**src/rtl/lsu_mem_stage.sv**
```systemverilog
// lsu_mem_stage: load/store memory stage with sub-word read-modify-write stores.
// Define MISALIGN_EXC_EN to flag misaligned halfword/word accesses instead of performing them.
module lsu_mem_stage (
    input  logic        clk,
    input  logic        rst,
    input  logic        req_valid,
    input  logic [2:0]  mem_op,
    input  logic [31:0] addr,
    input  logic [31:0] wdata,
    output logic [31:0] rdata,
    output logic        done,
    output logic        stall,
    output logic        misalign,
    output logic        mem_ce,
    output logic        mem_we,
    output logic [31:0] mem_addr,
    output logic [31:0] mem_wdata,
    input  logic [31:0] mem_rdata
);
    typedef enum logic {IDLE, RMW_WR} state_t;
    state_t r_state, w_next;
    logic [31:0] r_addr, r_data;
    logic        w_byte, w_half, w_load, w_sw, w_mis;
    logic [4:0]  w_sh;
    logic [31:0] w_mask, w_rd_sh, w_ext, w_merged;
    assign w_byte = mem_op[1:0] == 2'b00 || mem_op == 3'b110;
    assign w_half = mem_op[1:0] == 2'b01 || mem_op == 3'b111;
    assign w_sw   = mem_op == 3'b011;
    assign w_load = !w_sw && mem_op[2:1] != 2'b11;
`ifdef MISALIGN_EXC_EN
    assign w_mis = (w_half && addr[0]) || (!w_byte && !w_half && addr[1:0] != 2'b00);
`else
    assign w_mis = 1'b0;
`endif
    // Lane offset in bits; halfwords ignore addr[0], words ignore both low bits.
    assign w_sh     = w_byte ? {addr[1:0], 3'b000} : w_half ? {addr[1], 4'b0000} : 5'd0;
    assign w_mask   = (w_byte ? 32'h0000_00FF : w_half ? 32'h0000_FFFF : 32'hFFFF_FFFF) << w_sh;
    assign w_rd_sh  = mem_rdata >> w_sh;
    assign w_ext    = w_byte ? {{24{!mem_op[2] && w_rd_sh[7]}}, w_rd_sh[7:0]}
                    : w_half ? {{16{!mem_op[2] && w_rd_sh[15]}}, w_rd_sh[15:0]} : mem_rdata;
    assign w_merged = (mem_rdata & ~w_mask) | ((wdata << w_sh) & w_mask);
    always_comb begin
        w_next    = r_state;
        rdata     = 32'd0;
        done      = 1'b0;
        stall     = 1'b0;
        misalign  = 1'b0;
        mem_ce    = 1'b0;
        mem_we    = 1'b0;
        mem_addr  = {addr[31:2], 2'b00};
        mem_wdata = wdata;
        if (rst) begin
            w_next = IDLE;
        end else if (r_state == RMW_WR) begin
            mem_ce    = 1'b1;
            mem_we    = 1'b1;
            mem_addr  = r_addr;
            mem_wdata = r_data;
            done      = 1'b1;
            w_next    = IDLE;
        end else if (req_valid) begin
            if (w_mis) begin
                misalign = 1'b1;
                done     = 1'b1;
            end else if (w_load) begin
                mem_ce = 1'b1;
                rdata  = w_ext;
                done   = 1'b1;
            end else if (w_sw) begin
                mem_ce = 1'b1;
                mem_we = 1'b1;
                done   = 1'b1;
            end else begin
                mem_ce = 1'b1;
                stall  = 1'b1;
                w_next = RMW_WR;
            end
        end
    end
    always_ff @(posedge clk) begin
        if (rst) begin
            r_state <= IDLE;
            r_addr  <= 32'd0;
            r_data  <= 32'd0;
        end else begin
            r_state <= w_next;
            if (stall) begin
                r_addr <= {addr[31:2], 2'b00};
                r_data <= w_merged;
            end
        end
    end
endmodule

```
**config.mk**
```make
export PLATFORM = sky130hd
export DESIGN_NAME = lsu_mem_stage
export DESIGN_NICKNAME = d
export VERILOG_FILES = /design/src/rtl/lsu_mem_stage.sv
export SDC_FILE = /design/constraint.sdc
export NUM_CORES = 1
export LEC_CHECK = 0
export BUFFER_PORTS_ARGS = -buffer_cell sky130_fd_sc_hd__buf_4
export CAP_MARGIN = 10
export CELL_PAD_IN_SITES_DETAIL_PLACEMENT = 0
export CELL_PAD_IN_SITES_GLOBAL_PLACEMENT = 2
export CORE_MARGIN = 2
export CORE_UTILIZATION = 25
export CTS_CLUSTER_DIAMETER = 120
export DETAILED_ROUTE_END_ITERATION = 8
export PLACE_DENSITY_LB_ADDON = 0.25
export REMOVE_ABC_BUFFERS = 1
export SYNTH_ARGS = -nofsm -noshare
export SYNTH_HDL_FRONTEND = slang
export SYNTH_SLANG_ARGS = --single-unit
```
**constraint.sdc**
```tcl
create_clock -name clk -period 2.2 [get_ports clk]
set_input_delay 0.22 -clock clk [delete_from_list [all_inputs] [get_ports clk]]
set_output_delay 0.22 -clock clk [all_outputs]
set_load 0.01 [all_outputs]
```
==> results.sh, run 1 <==
export IMPL_vias_per_cell=4.76
export IMPL_core_area_sq_mm=0.0158
export IMPL_routedWlPerCell_um=17.9
export IMPL_antenna_found_initial=0
export IMPL_setup_violations=0
export IMPL_synthCells=495
export IMPL_die_area_sq_mm=0.0172
export IMPL_crit_type="flip-flop to output port"
export IMPL_grt_use_total=0.189
export IMPL_start_util=0.255
export IMPL_pin_count=203
export IMPL_synthTopCellsByArea="dfxtp_1 31%, mux2_2 19%, o21ai_0 6.6%"
export IMPL_fillers=1634
export IMPL_nets=802
export IMPL_path_clk_slew_ns=0.06
export IMPL_fmax_mhz=455
export IMPL_critical_path_max_fanout=8
export IMPL_avgSynthCellArea_sq_um=8.16
export IMPL_syn2layout_area_growth_pct=57.5
export IMPL_drt_pass1_iterations=5
export IMPL_slew_headroom=0.447
export IMPL_ir_drop_uv=311
export IMPL_drt_iter0_markers=174
export IMPL_ys_types=33
export IMPL_status="finished clean"
export IMPL_setup_slack_ns=0.00291
export IMPL_drc=0
export IMPL_yosysSeqAreaShare=0.312
export IMPL_yosysTopAreaCellShare=0.312
export IMPL_clockBufferDepth=2
export IMPL_pwr_density_cell_mw_per_mm2=584
export IMPL_cts_buffers=9
export IMPL_grt_overflow=0
export IMPL_cts_tree="done"
export IMPL_grt_max_degree=78
export IMPL_finalCriticalPeriod_ns=2.20
export IMPL_ys_ff_latch=63
export IMPL_placed_area_sq_mm=0.00592
export IMPL_antenna_cells=0
export IMPL_fin_skew_ns=0.00411
export IMPL_num_rows=46
export IMPL_worst_pin_slew_ns=0.829
export IMPL_finalCritPeriodShare=0.999
export IMPL_wl_um=16500
export IMPL_cp_start_kind="flip-flop"
export IMPL_dp_hpwl_um=11800
export IMPL_crit_arrival_ns=1.98
export IMPL_drive_gt1_frac=0.478
export IMPL_finalHoldViolations=0
export IMPL_cts_root_buf="clkbuf_16"
export IMPL_rsz0062_at_grt="yes"
export IMPL_slew_violations=0
export IMPL_clock_sinks=63
export IMPL_leakage_nw=2.73
export IMPL_die_h_um=131
export IMPL_multi_input_area_sq_mm=0.00265
export IMPL_io_buffer_count=199
export IMPL_cts_htree_levels=3
export IMPL_vias=4382
export IMPL_drv_cap=0
export IMPL_die_w_um=131
export IMPL_preCtsSetupSlack_ns=0.0185
export IMPL_final_seq_area_sq_mm=0.00126
export IMPL_required_ns=1.98
export IMPL_holdBufCountCts=0
export IMPL_hp_class="primary input to flip-flop"
export IMPL_syn_area_sq_mm=0.00404
export IMPL_clock_latency_ns=0.33
export IMPL_fin_area_sq_mm=0.00636
export IMPL_ant_nets=0
export IMPL_grt_pass1_vias=4414
export IMPL_critPathCaptureType="output port"
export IMPL_ys_warnings_count=0
export IMPL_yosys_area_top_type="dfxtp_1"
export IMPL_gp_congestion=0.787
export IMPL_grt_pass1_wl_um=25500
-- synthesized netlist by cell type --
cell type,instances
mux2i_1,24
or3b_2,1
or3b_4,1
nor2b_4,1
a2bb2oi_4,1
nand3_1,2
nand2_1,69
a31oi_4,1
o211ai_1,1
clkbuf_1,25
nand2b_1,11
dfxtp_1,63
buf_2,2
a21oi_1,47
a21oi_4,2
a211oi_1,9
buf_1,6
nand3b_1,24
clkinv_1,2
o21ai_0,53
conb_1,1
inv_1,3
o22ai_1,14
nor3_1,9
nor2_1,41
a311oi_2,1
buf_4,4
nor3b_1,1
o32ai_1,2
buf_6,3
mux2_2,69
o21a_1,1
nor2_2,1
-- sequential cells by signal, indices dropped and copies added (netlist names) --
name and flops:
r_data 32, r_addr 30, r_state 1
-- final cells by class --
| type | count | area share |
|---|---|---|
| Multi-Input combinational cell | 389 | 0.416 |
| Timing Repair Buffer | 232 | 0.285 |
| Sequential cell | 63 | 0.199 |
| Tap cell | 216 | 0.0425 |
| Clock buffer | 11 | 0.0382 |
| Clock inverter | 5 | 0.0163 |
| Inverter | 5 | 0.00295 |
-- report_power, final --
group	switching, mW	internal (mW)
Clock	0.536	1.14
Combinational	0.406	0.431
Sequential	0.0203	1.18
-- critical path, cell delays in order, from the launching register on --
cell and delay [ns]:
dfxtp_4 0.34, or3b_4 0.41, a211oi_2 0.16, buf_4 0.14, a31oi_4 0.19, nor3_2 0.26
buf_4 0.16
-- cells by family after synthesis --
family          count (synthesis)  share of synthesized area
simple gates                  161                      0.189
compound gates                132                      0.194
mux                            93                      0.252
flops                          63                      0.312
buf+inv                        45                     0.0517
other cells                     1                   0.000928
-- layer usage --
metal / global-route usage / wire [um] / vias to the layer above
li1: - / - / 2167
met1: 0.256 / 7860 / 2015
met2: 0.285 / 6950 / 172
met3: 0.0586 / 1230 / 28
met4: 0.0634 / 437 / 0
met5: 0 / 0 / -
-- per-stage QoR --
| step | instances | util | TNS (ns) | power [mW] | hold slack [ns] |
|---|---|---|---|---|---|
| finish | 921 | 0.402 | 0 | 3.71 | 0.138 |
| floorplan | 457 | - | -80.37 | 1.57 | 0.289 |
| global route | 921 | 0.402 | -0.444 | 3.88 | 0.132 |
| global placement | 902 | 0.374 | 0 | 2.04 | 0.440 |
| detailed placement | 902 | 0.374 | 0 | 2.05 | 0.446 |
| CTS | 920 | 0.400 | -0.00635 | 3.76 | 0.126 |
-- repair_timing --
action,in CTS,in global routing
setup buffers,2,1
gates resized for setup,10,4
endpoints found under the setup margin,24,29
pin swaps,5,5
cloned,0,0
-- placed cells by master (no fill, tap or decap), types with 2 or more instances in the layout --
master,Yosys,layout
a211oi_1,9,8
a21oi_1,47,47
a21oi_4,2,2
buf_12,0,5
buf_4,4,225
buf_6,3,2
bufinv_16,0,3
clkbuf_16,0,9
clkinv_1,2,2
conb_1,1,3
dfxtp_1,63,62
inv_1,3,3
mux2_2,69,69
mux2i_1,24,24
nand2_1,69,69
nand2b_1,11,10
nand3b_1,24,24
nor2_1,41,40
nor2_2,1,2
nor3_1,9,2
nor3_2,0,6
o21ai_0,53,53
o22ai_1,14,14
o32ai_1,2,2
or3b_4,1,2
-- final timing paths --
kind | cells after the start | from | slack (ns) | to
max | 6 | r_state$_DFF_P_ | 0.003 | rdata[12]
min | 3 | addr[7] | 0.14 | r_addr[7]$_SDFFE_PP0P_
max reg2reg | 8 | r_state$_DFF_P_ | 0.20 | r_data[31]$_SDFFE_PP0P_
min reg2reg | 2 | r_addr[6]$_SDFFE_PP0P_ | 0.45 | r_addr[6]$_SDFFE_PP0P_
No activity file was read; power rests on OpenSTA's default activity.
==> inputs of run 2 (changes only) <==
--- a/config.mk
+++ b/config.mk
@@ -9,7 +9,6 @@
 export CAP_MARGIN = 10
 export CELL_PAD_IN_SITES_DETAIL_PLACEMENT = 0
 export CELL_PAD_IN_SITES_GLOBAL_PLACEMENT = 2
-export CORE_MARGIN = 2
 export CORE_UTILIZATION = 25
 export CTS_CLUSTER_DIAMETER = 120
 export DETAILED_ROUTE_END_ITERATION = 8
==> results.sh, run 2 (same netlist as run 1, synthesis figures left out) <==
export IMPL_required_ns=1.98
export IMPL_critical_path_max_fanout=8
export IMPL_clockBufferDepth=2
export IMPL_setup_violations=0
export IMPL_final_common_cell="buf_4"
export IMPL_ir_drop_uv=373
export IMPL_vias_per_cell=4.79
export IMPL_syn2layout_area_growth_pct=57.0
export IMPL_r2r_start="r_state$_DFF_P_"
export IMPL_io_buffer_count=199
export IMPL_pin_count=203
export IMPL_placed_area_sq_mm=0.00596
export IMPL_finalHoldViolations=0
export IMPL_num_rows=46
export IMPL_startpoint="r_state$_DFF_P_"
export IMPL_leakage_nw=2.70
export IMPL_gp_congestion=0.785
export IMPL_start_util=0.255
export IMPL_grt_overflow=0
export IMPL_rsz0062_at_grt="yes"
export IMPL_fin_skew_ns=0.00674
export IMPL_die_h_um=129
export IMPL_die_area_sq_mm=0.0167
export IMPL_cts_buffers=9
export IMPL_final_cell_mix="228 x buf_4, 69 x mux2_2, 68 x nand2_1"
export IMPL_drc=0
export IMPL_grt_max_degree=78
export IMPL_clock_latency_ns=0.34
export IMPL_drt_pass1_iterations=4
export IMPL_routedWlPerCell_um=18.0
export IMPL_dp_hpwl_um=11900
export IMPL_ant_nets=0
export IMPL_grt_use_total=0.199
export IMPL_wl_um=16600
export IMPL_drv_cap=0
export IMPL_hp_start="addr[25]"
export IMPL_worst_pin_slew_ns=0.598
export IMPL_antenna_cells=0
export IMPL_grt_pass1_vias=4257
export IMPL_drive_gt1_frac=0.482
export IMPL_status="finished clean"
export IMPL_cts_tree="done"
export IMPL_power_mw=3.40
export IMPL_drt_iter0_markers=184
export IMPL_fmax_mhz=457
export IMPL_fin_area_sq_mm=0.00634
export IMPL_path_clk_slew_ns=0.06
export IMPL_fillers=1644
export IMPL_hp_class="primary input to flip-flop"
export IMPL_core_area_sq_mm=0.0158
export IMPL_regMostFlops="r_data"
export IMPL_clock_sinks=63
export IMPL_vias=4439
export IMPL_crit_arrival_ns=1.97
export IMPL_cts_root_buf="clkbuf_16"
export IMPL_slew_headroom=0.597
export IMPL_pwr_density_cell_mw_per_mm2=536
export IMPL_crit_type="flip-flop to output port"
export IMPL_top_regs="r_data x32, r_addr x30, r_state x1"
export IMPL_cp_start_kind="flip-flop"
export IMPL_critPathCaptureType="output port"
export IMPL_slew_violations=0
export IMPL_die_w_um=129
export IMPL_multi_input_area_sq_mm=0.00266
export IMPL_antenna_found_initial=0
export IMPL_cts_htree_levels=3
export IMPL_finalCritPeriodShare=0.994
export IMPL_nets=807
export IMPL_finalCriticalPeriod_ns=2.19
export IMPL_grt_pass1_wl_um=24700
export IMPL_largest_reg_flops=32
export IMPL_holdWs_ns=0.135
export IMPL_final_seq_area_sq_mm=0.00126
run 2: worst paths after layout:
kind / end / slack, ns / cells past startpoint
setup / recovery: rdata[14] / 0.01 / 5
hold / removal: r_addr[25]$_SDFFE_PP0P_ / 0.13 / 3
setup reg to reg: r_data[30]$_SDFFE_PP0P_ / 0.39 / 8
hold reg to reg: r_addr[12]$_SDFFE_PP0P_ / 0.45 / 2
run 2: routing by layer:
metal / wire, um / global-route usage / up-vias
met1: 8080 / 0.272 / 2068
met2: 7280 / 0.308 / 174
met4: 276 / 0.0713 / 0
met3: 998 / 0.0392 / 19
met5: 0 / 0 / -
li1: - / - / 2178
run 2: cell type report:
type / instances / area share
multi-input combinational: 389 / 0.419
sequential: 63 / 0.199
clock buffer: 11 / 0.0383
clock inverter: 5 / 0.00533
inverter: 5 / 0.00296
timing repair buffer: 237 / 0.293
tap: 216 / 0.0426
run 2: power breakdown:
part | internal, mW | leakage [nW] | switching [mW] | total [mW]
sequential | 1.18 | 0.512 | 0.0204 | 1.20
clock | 0.791 | 0.132 | 0.554 | 1.34
combinational | 0.443 | 2.06 | 0.411 | 0.854
run 2: critical path: stages (launching register included):
cell,delay (ns)
dfxtp_1,0.31
or3b_4,0.40
a211oi_4,0.21
a31oi_4,0.22
a311oi_2,0.32
buf_4,0.17
run 2: timing repair:
item,CTS,global route
setup buffers,0,2
cloned,0,1
pin swaps,3,4
setup endpoints to repair,30,27
gates resized for setup,8,17
hold buffers,0,0
run 2: through the flow:
step	std cells	setup slack, ns	TNS (ns)	util
final	926	0.0128	0	0.401
after global routing	926	-0.0536	-0.326	0.401
after CTS	923	0.00137	0	0.396
after detailed placement	907	0.0149	0	0.376
after global placement	907	0.0750	0	0.376
after floorplan	457	-1.65	-80.37	-
==> inputs of run 3 (changes only) <==
--- a/config.mk
+++ b/config.mk
@@ -5,7 +5,7 @@
 export SDC_FILE = /design/constraint.sdc
 export NUM_CORES = 1
 export LEC_CHECK = 0
-export BUFFER_PORTS_ARGS = -buffer_cell sky130_fd_sc_hd__buf_4
+export BUFFER_PORTS_ARGS = -buffer_cell sky130_fd_sc_hd__buf_2
 export CAP_MARGIN = 10
 export CELL_PAD_IN_SITES_DETAIL_PLACEMENT = 0
 export CELL_PAD_IN_SITES_GLOBAL_PLACEMENT = 2
==> results.sh, run 3 (same netlist as run 1, synthesis figures left out) <==
export IMPL_drt_pass1_iterations=4
export IMPL_regMostFlops="r_data"
export IMPL_clock_latency_ns=0.34
export IMPL_drc=0
export IMPL_power_frac_clock=0.420
export IMPL_drive_gt1_frac=0.497
export IMPL_ant_nets=0
export IMPL_gp_congestion=0.843
export IMPL_pwr_density_cell_mw_per_mm2=573
export IMPL_drt_iter0_markers=198
export IMPL_max_stage_delay_ns=0.38
export IMPL_status="finished clean"
export IMPL_wl_um=16600
export IMPL_critPathCaptureType="output port"
export IMPL_grtUsageMet3=0.0438
export IMPL_core_area_sq_mm=0.0158
export IMPL_crit_slowest_cell="or3b_4"
export IMPL_grt_pass1_wl_um=24200
export IMPL_pin_count=203
export IMPL_p_int_mw=2.41
export IMPL_finalCritPeriodShare=0.990
export IMPL_grt_overflow=0
export IMPL_path_clk_slew_ns=0.06
export IMPL_start_util=0.255
export IMPL_die_area_sq_mm=0.0167
export IMPL_required_ns=1.98
export IMPL_setup_violations=0
export IMPL_vias=4434
export IMPL_routedWlPerCell_um=17.8
export IMPL_switching_share=0.292
export IMPL_fin_skew_ns=0.00351
export IMPL_preCtsSetupSlack_ns=0.0544
export IMPL_antenna_cells=0
export IMPL_io_buffer_count=199
export IMPL_cp_top_family="compound AO/OA/AOI/OAI gates"
export IMPL_nets=811
export IMPL_final_cell_mix="197 x buf_2, 69 x mux2_2, 68 x nand2_1"
export IMPL_fmax_mhz=459
export IMPL_largest_reg_flops=32
export IMPL_die_h_um=129
export IMPL_grt_met2_usage=0.293
export IMPL_cts_buffers=9
export IMPL_grt_pass1_vias=4164
export IMPL_ir_drop_uv=380
export IMPL_num_rows=46
export IMPL_switching_power_uw=998
export IMPL_critical_path_max_fanout=8
export IMPL_path_cells="or3b_4 -> a211oi_2 -> buf_4 -> a31oi_4 -> a311oi_2 -> buf_2"
export IMPL_met1_usage=0.272
export IMPL_post_route_util=0.376
export IMPL_crit_arrival_ns=1.96
export IMPL_cts_root_buf="clkbuf_16"
export IMPL_top_usage_layer="met2"
export IMPL_setup_slack_ns=0.0218
export IMPL_grt_use_total=0.195
export IMPL_hp_class="primary input to flip-flop"
export IMPL_slew_violations=0
export IMPL_finalCriticalPeriod_ns=2.18
export IMPL_cts_htree_levels=3
export IMPL_grt_max_degree=78
export IMPL_finalHoldViolations=0
export IMPL_dp_hpwl_um=11600
export IMPL_clockBufferDepth=2
export IMPL_clock_sinks=63
export IMPL_slew_headroom=0.459
export IMPL_rsz0062_at_grt="yes"
export IMPL_setup_tns_final_ns=0
export IMPL_cp_buffers_inverters=2
export IMPL_cts_tree="done"
export IMPL_vias_per_cell=4.77
export IMPL_cp_start_kind="flip-flop"
export IMPL_seq_power_share=0.352
export IMPL_p_comb_frac=0.229
export IMPL_top_regs="r_data x32, r_addr x30, r_state x1"
export IMPL_crit_type="flip-flop to output port"
export IMPL_worst_pin_slew_ns=0.812
export IMPL_antenna_found_initial=0
export IMPL_drv_cap=0
export IMPL_syn2layout_area_growth_pct=47.5
export IMPL_final_common_cell="buf_2"
export IMPL_leakage_nw=2.61
export IMPL_die_w_um=129
[run 3: path summary, 6_finish.rpt]
path | startpoint | end | slack (ns) | depth (start not counted)
worst max-delay path | r_state$_DFF_P_ | rdata[14] | 0.02 | 6
worst min-delay path | addr[15] | r_addr[15]$_SDFFE_PP0P_ | 0.13 | 3
worst max register to register | r_state$_DFF_P_ | r_data[26]$_SDFFE_PP0P_ | 0.30 | 9
worst min register to register | r_addr[14]$_SDFFE_PP0P_ | r_addr[14]$_SDFFE_PP0P_ | 0.45 | 2
[run 3: metal layers]
metal,wire length (um),share of wire
met1,7880,0.47
met2,7270,0.44
met3,1230,0.074
met4,216,0.013
met5,0,0
[run 3: power groups by stage]
stage	clock network [mW]	logic, mW	registers (mW)
floorplan	0	0.347	1.22
global placement	0	0.722	1.22
detailed placement	0	0.726	1.22
CTS	1.48	0.754	1.20
global route	1.52	0.847	1.20
finish	1.43	0.780	1.20
[run 3: metrics by stage]
step	total power, mW	std cells	hold WS [ns]	cell area, sq um
floorplan	1.57	457	0.289	3860
global placement	1.95	908	0.440	5460
detailed placement	1.95	908	0.446	5460
CTS	3.43	928	0.110	5830
global route	3.58	930	0.126	5960
finish	3.41	930	0.126	5960
[run 3: what timing repair did]
| action | in CTS | in global routing |
|---|---|---|
| setup buffers | 3 | 1 |
| pin swaps | 3 | 4 |
| gates resized for setup | 10 | 24 |
| cloned | 1 | 1 |
| setup endpoints to repair | 19 | 25 |
| hold buffers | 0 | 0 |
[run 3: layout make-up]
cell class                      instances  area, sq um
Clock buffer                           10          229
Clock inverter                          6         61.3
Fill cell                            1692         9870
Inverter                                5         18.8
Multi-Input combinational cell        389         2690
Sequential cell                        63         1260
Tap cell                              216          270
Timing Repair Buffer                  241         1420
[run 3: worst min-delay path: cells and delay by family]
| family | cells | cell delay, ns |
|---|---|---|
| buf+inv | 1 | 0.10 |
| simple gates | 1 | 0.05 |
| compound gates | 1 | 0.05 |
